**config.mk**
```make
export PLATFORM = sky130hd
export DESIGN_NAME = pipe_adder
export DESIGN_NICKNAME = d
export VERILOG_FILES = /design/src/rtl/pipe_adder.sv
export SDC_FILE = /design/constraint.sdc
export NUM_CORES = 1
export LEC_CHECK = 0
export ABC_AREA = 1
export CAP_MARGIN = 20
export CORE_MARGIN = 2
export CORE_UTILIZATION = 44
export DETAILED_ROUTE_END_ITERATION = 8
export GPL_TIMING_DRIVEN = 0
export PLACE_DENSITY_LB_ADDON = 0.12
export SLEW_MARGIN = 20
export SYNTH_ARGS = -nofsm -noshare
export SYNTH_HDL_FRONTEND = slang
export SYNTH_SLANG_ARGS = --single-unit
export TNS_END_PERCENT = 30
```
**constraint.sdc**
```tcl
create_clock -name clk -period 1.5 [get_ports clk]
set_input_delay 0.3 -clock clk [delete_from_list [all_inputs] [get_ports clk]]
set_output_delay 0.3 -clock clk [all_outputs]
set_load 0.01 [all_outputs]
```
**src/rtl/pipe_adder.sv**
```systemverilog
`timescale 1ns/1ps
// Pipelined WIDTH-bit add/subtract; the carry chain is cut into STAGES segments with a register after each.
// Latency STAGES-1 cycles after the accept edge; a stalled output freezes every stage (in_ready = out_ready | ~out_valid).
module pipe_adder #(
    parameter int WIDTH  = 8,
    parameter int STAGES = 2
) (
    input  logic             clk,
    input  logic             rst,
    input  logic             in_valid,
    output logic             in_ready,
    input  logic [WIDTH-1:0] a,
    input  logic [WIDTH-1:0] b,
    input  logic             cin,
    input  logic             sub,
    output logic             out_valid,
    input  logic             out_ready,
    output logic [WIDTH-1:0] s,
    output logic             cout,
    output logic             ovf
);
    localparam int SEG = WIDTH / STAGES;

    // r_a/r_b hold the not-yet-added operand bits, shifted down so the next segment sits at [SEG-1:0].
    logic             r_v   [STAGES];
    logic             r_c   [STAGES];
    logic [WIDTH-1:0] r_a   [STAGES];
    logic [WIDTH-1:0] r_b   [STAGES];
    logic [WIDTH-1:0] r_s   [STAGES];
    logic             r_ovf;

    logic             w_en;
    logic             w_vin [STAGES];
    logic             w_cin [STAGES];
    logic [WIDTH-1:0] w_opa [STAGES];
    logic [WIDTH-1:0] w_opb [STAGES];
    logic [WIDTH-1:0] w_sin [STAGES];
    logic [SEG-1:0]   w_seg [STAGES];
    logic             w_co  [STAGES];
    logic             w_ovf;
    logic             w_unused;

    assign w_en      = out_ready | ~r_v[STAGES-1];
    assign in_ready  = w_en;
    assign out_valid = r_v[STAGES-1];
    assign s         = r_s[STAGES-1];
    assign cout      = r_c[STAGES-1];
    assign ovf       = r_ovf;
    assign w_unused  = ^{r_a[STAGES-1], r_b[STAGES-1]};

    always_comb begin
        w_vin[0] = in_valid;
        w_cin[0] = cin ^ sub;
        w_opa[0] = a;
        w_opb[0] = b ^ {WIDTH{sub}};
        w_sin[0] = '0;
        for (int k = 1; k < STAGES; k++) begin
            w_vin[k] = r_v[k-1];
            w_cin[k] = r_c[k-1];
            w_opa[k] = r_a[k-1];
            w_opb[k] = r_b[k-1];
            w_sin[k] = r_s[k-1];
        end
        for (int k = 0; k < STAGES; k++) begin
            {w_co[k], w_seg[k]} = {1'b0, w_opa[k][SEG-1:0]} + {1'b0, w_opb[k][SEG-1:0]}
                                + (SEG+1)'(w_cin[k]);
        end
        // Carry into the MSB is recovered from the MSB sum bit: a ^ b' ^ sum.
        w_ovf = w_opa[STAGES-1][SEG-1] ^ w_opb[STAGES-1][SEG-1]
              ^ w_seg[STAGES-1][SEG-1] ^ w_co[STAGES-1];
    end

    always_ff @(posedge clk or posedge rst) begin
        if (rst) begin
            for (int k = 0; k < STAGES; k++) begin
                r_v[k] <= 1'b0;
                r_c[k] <= 1'b0;
                r_a[k] <= '0;
                r_b[k] <= '0;
                r_s[k] <= '0;
            end
            r_ovf <= 1'b0;
        end else if (w_en) begin
            for (int k = 0; k < STAGES; k++) begin
                r_v[k] <= w_vin[k];
                r_c[k] <= w_co[k];
                r_a[k] <= w_opa[k] >> SEG;
                r_b[k] <= w_opb[k] >> SEG;
                r_s[k] <= w_sin[k] | (WIDTH'(w_seg[k]) << (k * SEG));
            end
            r_ovf <= w_ovf;
        end
    end
endmodule

```
==> results.py <==
metrics = {
    "timing": {
        "period_share_pct": 104,
        "slew_headroom_pct": 70.3,
        "rsz0062_at_grt": "true",
        "layout_setup_ws_ns": -0.0553,
        "hold_viol_final": 0,
        "min_period_ns": 1.56,
        "fin_setup_tns_ns": -0.0559,
        "setup_viol": 2,
        "fmax_mhz": 643,
        "holdWs_ns": 0.262,
        "fin_skew_ns": 0.00837,
        "worst_slew_pin_slew_ns": 0.445,
        "drv_slew": 0,
    },
    "drt": {
        "wl_um": 2810,
        "drc": 0,
        "viasPerCell": 4.61,
        "first_pass_iters": 4,
        "vias": 1157,
        "wl_per_cell_um": 11.2,
        "drtIter0Drc": 47,
        "postRouteAntennaNets": 0,
    },
    "finish": {
        "nets": 240,
        "layout-drive-gt1-share_pct": 29.5,
        "synthToLayoutAreaGrowth_pct": 35.3,
        "diodes": 0,
        "fill_cells": 291,
        "final_common_cell": "nand2_1",
        "fin_cells": 251,
        "layout_common_cells": "nand2_1, dfrtp_1, buf_4",
    },
    "die": {
        "io_pins": 34,
        "initial_core_util_pct": 46.7,
        "rows": 20,
        "core_area_sq_um": 3100,
        "die_area_sq_um": 3770,
        "dieHeight_um": 61.4,
        "die_w_um": 61.4,
    },
    "synth": {
        "ys_ff_latch": 25,
        "synth.avg_cell_area_sq_um": 8.77,
        "synth.area.top_cells": "dfrtp_1, nand2_1, fa_1",
        "synth_top_cell_area_share_pct": 43.2,
        "postSynthCellCount": 165,
        "syn-num-nets": 197,
        "yosysWarningCount": 0,
        "synth_cell_type_count": 22,
        "yosysTopAreaCell": "dfrtp_1",
        "ys_seq_area_share_pct": 43.2,
        "syn-cell-area_sq_um": 1450,
    },
    "critical_path": {
        "cpPeakStageDelay_ns": 0.43,
        "crit_required_ns": 1.73,
        "crit_slowest_cell": "dfrtp_1",
        "cp_cell_sequence": "fa_2, inv_2, fa_2, inv_2, nand2_2, nand2_2, nand2_2, nand2_2, nand3_2, nand2_1",
        "critPathLaunchType": "flip-flop",
        "crit_path_end_kind": "flip-flop",
        "crit_top_cell": "nand2_2",
        "path_max_fanout": 2,
        "cp.arrival_ns": 1.79,
        "crit_type": "flip-flop to flip-flop",
    },
    "cts": {
        "cts_hold_buf": 0,
        "htreeDepth": 1,
        "clockBufferDepth": 2,
        "cts_root_buf": "clkbuf_4",
        "path_clk_slew_ns": 0.14,
        "numCtsBuffers": 3,
        "clock_latency_ns": 0.32,
        "tritoncts": "done",
        "cts_num_sinks": 25,
    },
    "outcome": {
        "violations": "setup timing",
        "status": "finished with violations",
    },
    "global_route": {
        "grt_pass1_vias": 1106,
        "overflow": 0,
        "grt_pass1_wl_um": 4750,
        "antenna_found_initial": 0,
        "track_usage_pct": 17.2,
        "grt_max_degree": 26,
    },
    "placed_design": {
        "globalplace.congestion": 0.814,
        "placed_cells": 241,
        "io_buffers": 32,
        "place_hpwl_um": 2010,
        "dp_slack_ns": -0.601,
    },
    "power_and_ir_drop": {
        "power_switching_share_pct": 34.6,
        "p_int_mw": 1.53,
        "leakage_nw": 0.985,
        "p_switching_uw": 807,
        "p_clk_share_pct": 13.1,
        "irDropWorstVdd_uv": 490,
        "seqPwrFrac_pct": 40.9,
        "power_frac_comb_pct": 46.0,
        "finalPower_mw": 2.33,
        "powerDensity_nw_per_um2": 1190,
    },
    "flow_run": {
        "drv_cap": 0,
    },
    "hold_path": {
        "hold_class": "primary input to asynchronous set/reset pin",
    },
}
==> Yosys cell counts (all sizes together) <==
library cell,n
nand3b,1
buf,14
nand3,7
dfrtp,25
xor2,5
o21ai,10
or2,1
nor2,6
nand2,66
a21oi,3
inv,12
o31ai,1
xnor2,4
ha,6
fa,4
==> cells by family (layout without fill, tap and decap cells) <==
kind of cell / after synthesis / after routing / share of synthesized area (%)
compound gates: 14 / 14 / 5.79
xor+xnor: 9 / 9 / 5.44
fa+ha+maj: 10 / 10 / 10.7
buf+inv: 26 / 68 / 11.4
flops: 25 / 25 / 43.2
simple gates: 81 / 81 / 23.4
==> power by group through the flow <==
| stage | sequential (mW) | combinational (mW) | clock, mW |
|---|---|---|---|
| after floorplan | 0.961 | 0.632 | 0 |
| after global placement | 0.963 | 0.996 | 0 |
| after detailed placement | 0.971 | 1.02 | 0 |
| after CTS | 0.955 | 1.04 | 0.318 |
| after global routing | 0.979 | 1.21 | 0.337 |
| final | 0.953 | 1.07 | 0.307 |
==> per-stage QoR <==
| stage | instance area, sq um | util (%) |
|---|---|---|
| after floorplan | 1450 | - |
| after global placement | 1830 | 58.9 |
| after detailed placement | 1830 | 58.9 |
| after CTS | 1910 | 61.4 |
| after global routing | 1960 | 63.1 |
| final | 1960 | 63.1 |
==> critical path, delay by kind of cell, from the launching register on <==
kind	cells	cell delay, ns
and+or+nand+nor	6	0.33
adders and majority gates	2	0.61
buffers and inverters	2	0.10
DFF	1	0.43
==> path summary, 6_finish.rpt <==
check	cells past startpoint	from	endpoint	slack, ns
max	10	r_c[1]	ovf	-0.06
min	2	rst	s[7]	0.26
max reg2reg	10	r_c[1]	ovf	-0.06
min reg2reg	2	r_s[10]	s[2]	0.48
max in group asynchronous	3	rst	r_c[1]	0.78
min in group clk	3	sub	r_b[10]	0.29
==> timing repair <==
item | in CTS | in global routing
pin swaps | 13 | 7
resized for setup | 40 | 12
setup endpoints to repair | 19 | 9
buffers inserted | 4 | 1
==> state kept, by name, summed over array words and instances (netlist names) <==
register   count
r_v            1
r_c            1
cout           1
out_valid      1
ovf            1
r_b            4
s              8
r_s            4
r_a            4
==> cell type report <==
type                            instances  area [sq um]  area share [%]
Buffer                                 14           129            6.58
Clock buffer                            4          26.3            1.34
Inverter                               12          45.0            2.30
Multi-Input combinational cell        114           724            37.0
Sequential cell                        25           626            31.9
Tap cell                               44          55.1            2.81
Timing Repair Buffer                   38           353            18.0
==> per-layer routing <==
layer / up-vias / track usage, % / share of wire [%]
li1: 588 / - / -
met1: 532 / 22.0 / 46
met2: 33 / 30.1 / 49
met3: 4 / 1.89 / 3.9
met4: 0 / 6.38 / 1.7
met5: - / 0 / 0
(Power assumes the default switching activity.)
==> RTL change: new RTL, same settings <==
Set the parameter `WIDTH` to 10 (it was 8).
--- a/src/rtl/pipe_adder.sv
+++ b/src/rtl/pipe_adder.sv
@@ -4,3 +4,3 @@
 module pipe_adder #(
-    parameter int WIDTH  = 8,
+    parameter int WIDTH  = 10,
     parameter int STAGES = 2
Ports: changed (resized a, b and s); port bits go from 34 to 40. The function was not compared with the original's and may differ.
==> RTL change against the original RTL <==
- the flow still finishes with violations (setup timing)
- sequential cell count grew 5
- wire length grew 18%
- hold slack gained 0.16 ns
- design area grew 20%
- critical path type unchanged
- first-iteration DRC count grew 11%
- combinational power grew 16%
- area after synthesis grew 18%
- sequential power grew 21%
- largest power group unchanged
- worst setup slack lost 0.059 ns
- highest routed layer unchanged
- power grew 29%
- largest cell class unchanged
==> RTL change: results <==
group,metric,value,unit
run_status,status,"finished, violations left",
run_status,failed_checks,"setup timing",
logic_synthesis,synth-adder-area-share,10.58,%
timing,hold_slack,0.4258,ns
global_routing,use_met3,4.770,%
finish,fillerInstances,349,
logic_synthesis,syn_inst,199,
finish,area_delta_synth_final,37.84,%
finish,fin_area,0.002347,mm2
power_and_ir_drop,combPwrFrac,41.2,%
placed_design,dpl_cell_area,0.002190,mm2
logic_synthesis,netlist_top_cells_count,"66 x nand2_1, 30 x dfrtp_1, 19 x inv_1",
cts,cts_made_buffers,5,
route,dr_wl_met3,163,um
route,avgRoutedWirePerCell,11.12,um
finish,buffers,62,
power_and_ir_drop,irDropWorstVdd,0.5374,mV
cts,cts.sinks,30,
route,wl_met2,1479,um
finish,regArea,750.7,um2
placed_design,dp_hpwl,2385,um
placed_design,gp_congestion,0.7843,
global_routing,grtUsageMet1,23.17,%
finish,multi_input_gates,133,
logic_synthesis,synth_seq_area_share,44.09,%
finish,fin_cells,299,
logic_synthesis,synth_nets,237,
timing,setup_slack,-0.1147,ns
timing,setup_viol,4,
RTL change: cell types whose count changed after synthesis, moves of 4 or more:
cell / change
nor2_1: +4
o21ai_0: -6
buf_2: +4
inv_1: +8
xnor2_1: +5
dfrtp_1: +5
o21ai_1: +13
RTL change: logic make-up (layout without fill, tap and decap cells):
logic type | count (synthesis) | after routing
XOR/XNOR | 13 | 13
adder cells (fa/ha/maj) | 12 | 12
flip-flops | 30 | 30
AND/OR/NAND/NOR | 86 | 86
buffers and inverters | 36 | 88
AO/OA/AOI/OAI | 22 | 22
RTL change: timing repair:
item                       CTS  global route
setup endpoints to repair   21            11
buffers inserted             5             3
pin swaps                   10            17
gates resized for setup     40            16
RTL change: final timing paths:
check	start	endpoint	cells after the start
max	r_b[10]	ovf	8
min	rst	r_a[14]	2
max reg2reg	r_b[10]	ovf	8
min reg2reg	r_v[1]	out_valid	2
max in group asynchronous	rst	r_s[10]	2
min in group clk	sub	r_b[13]	4
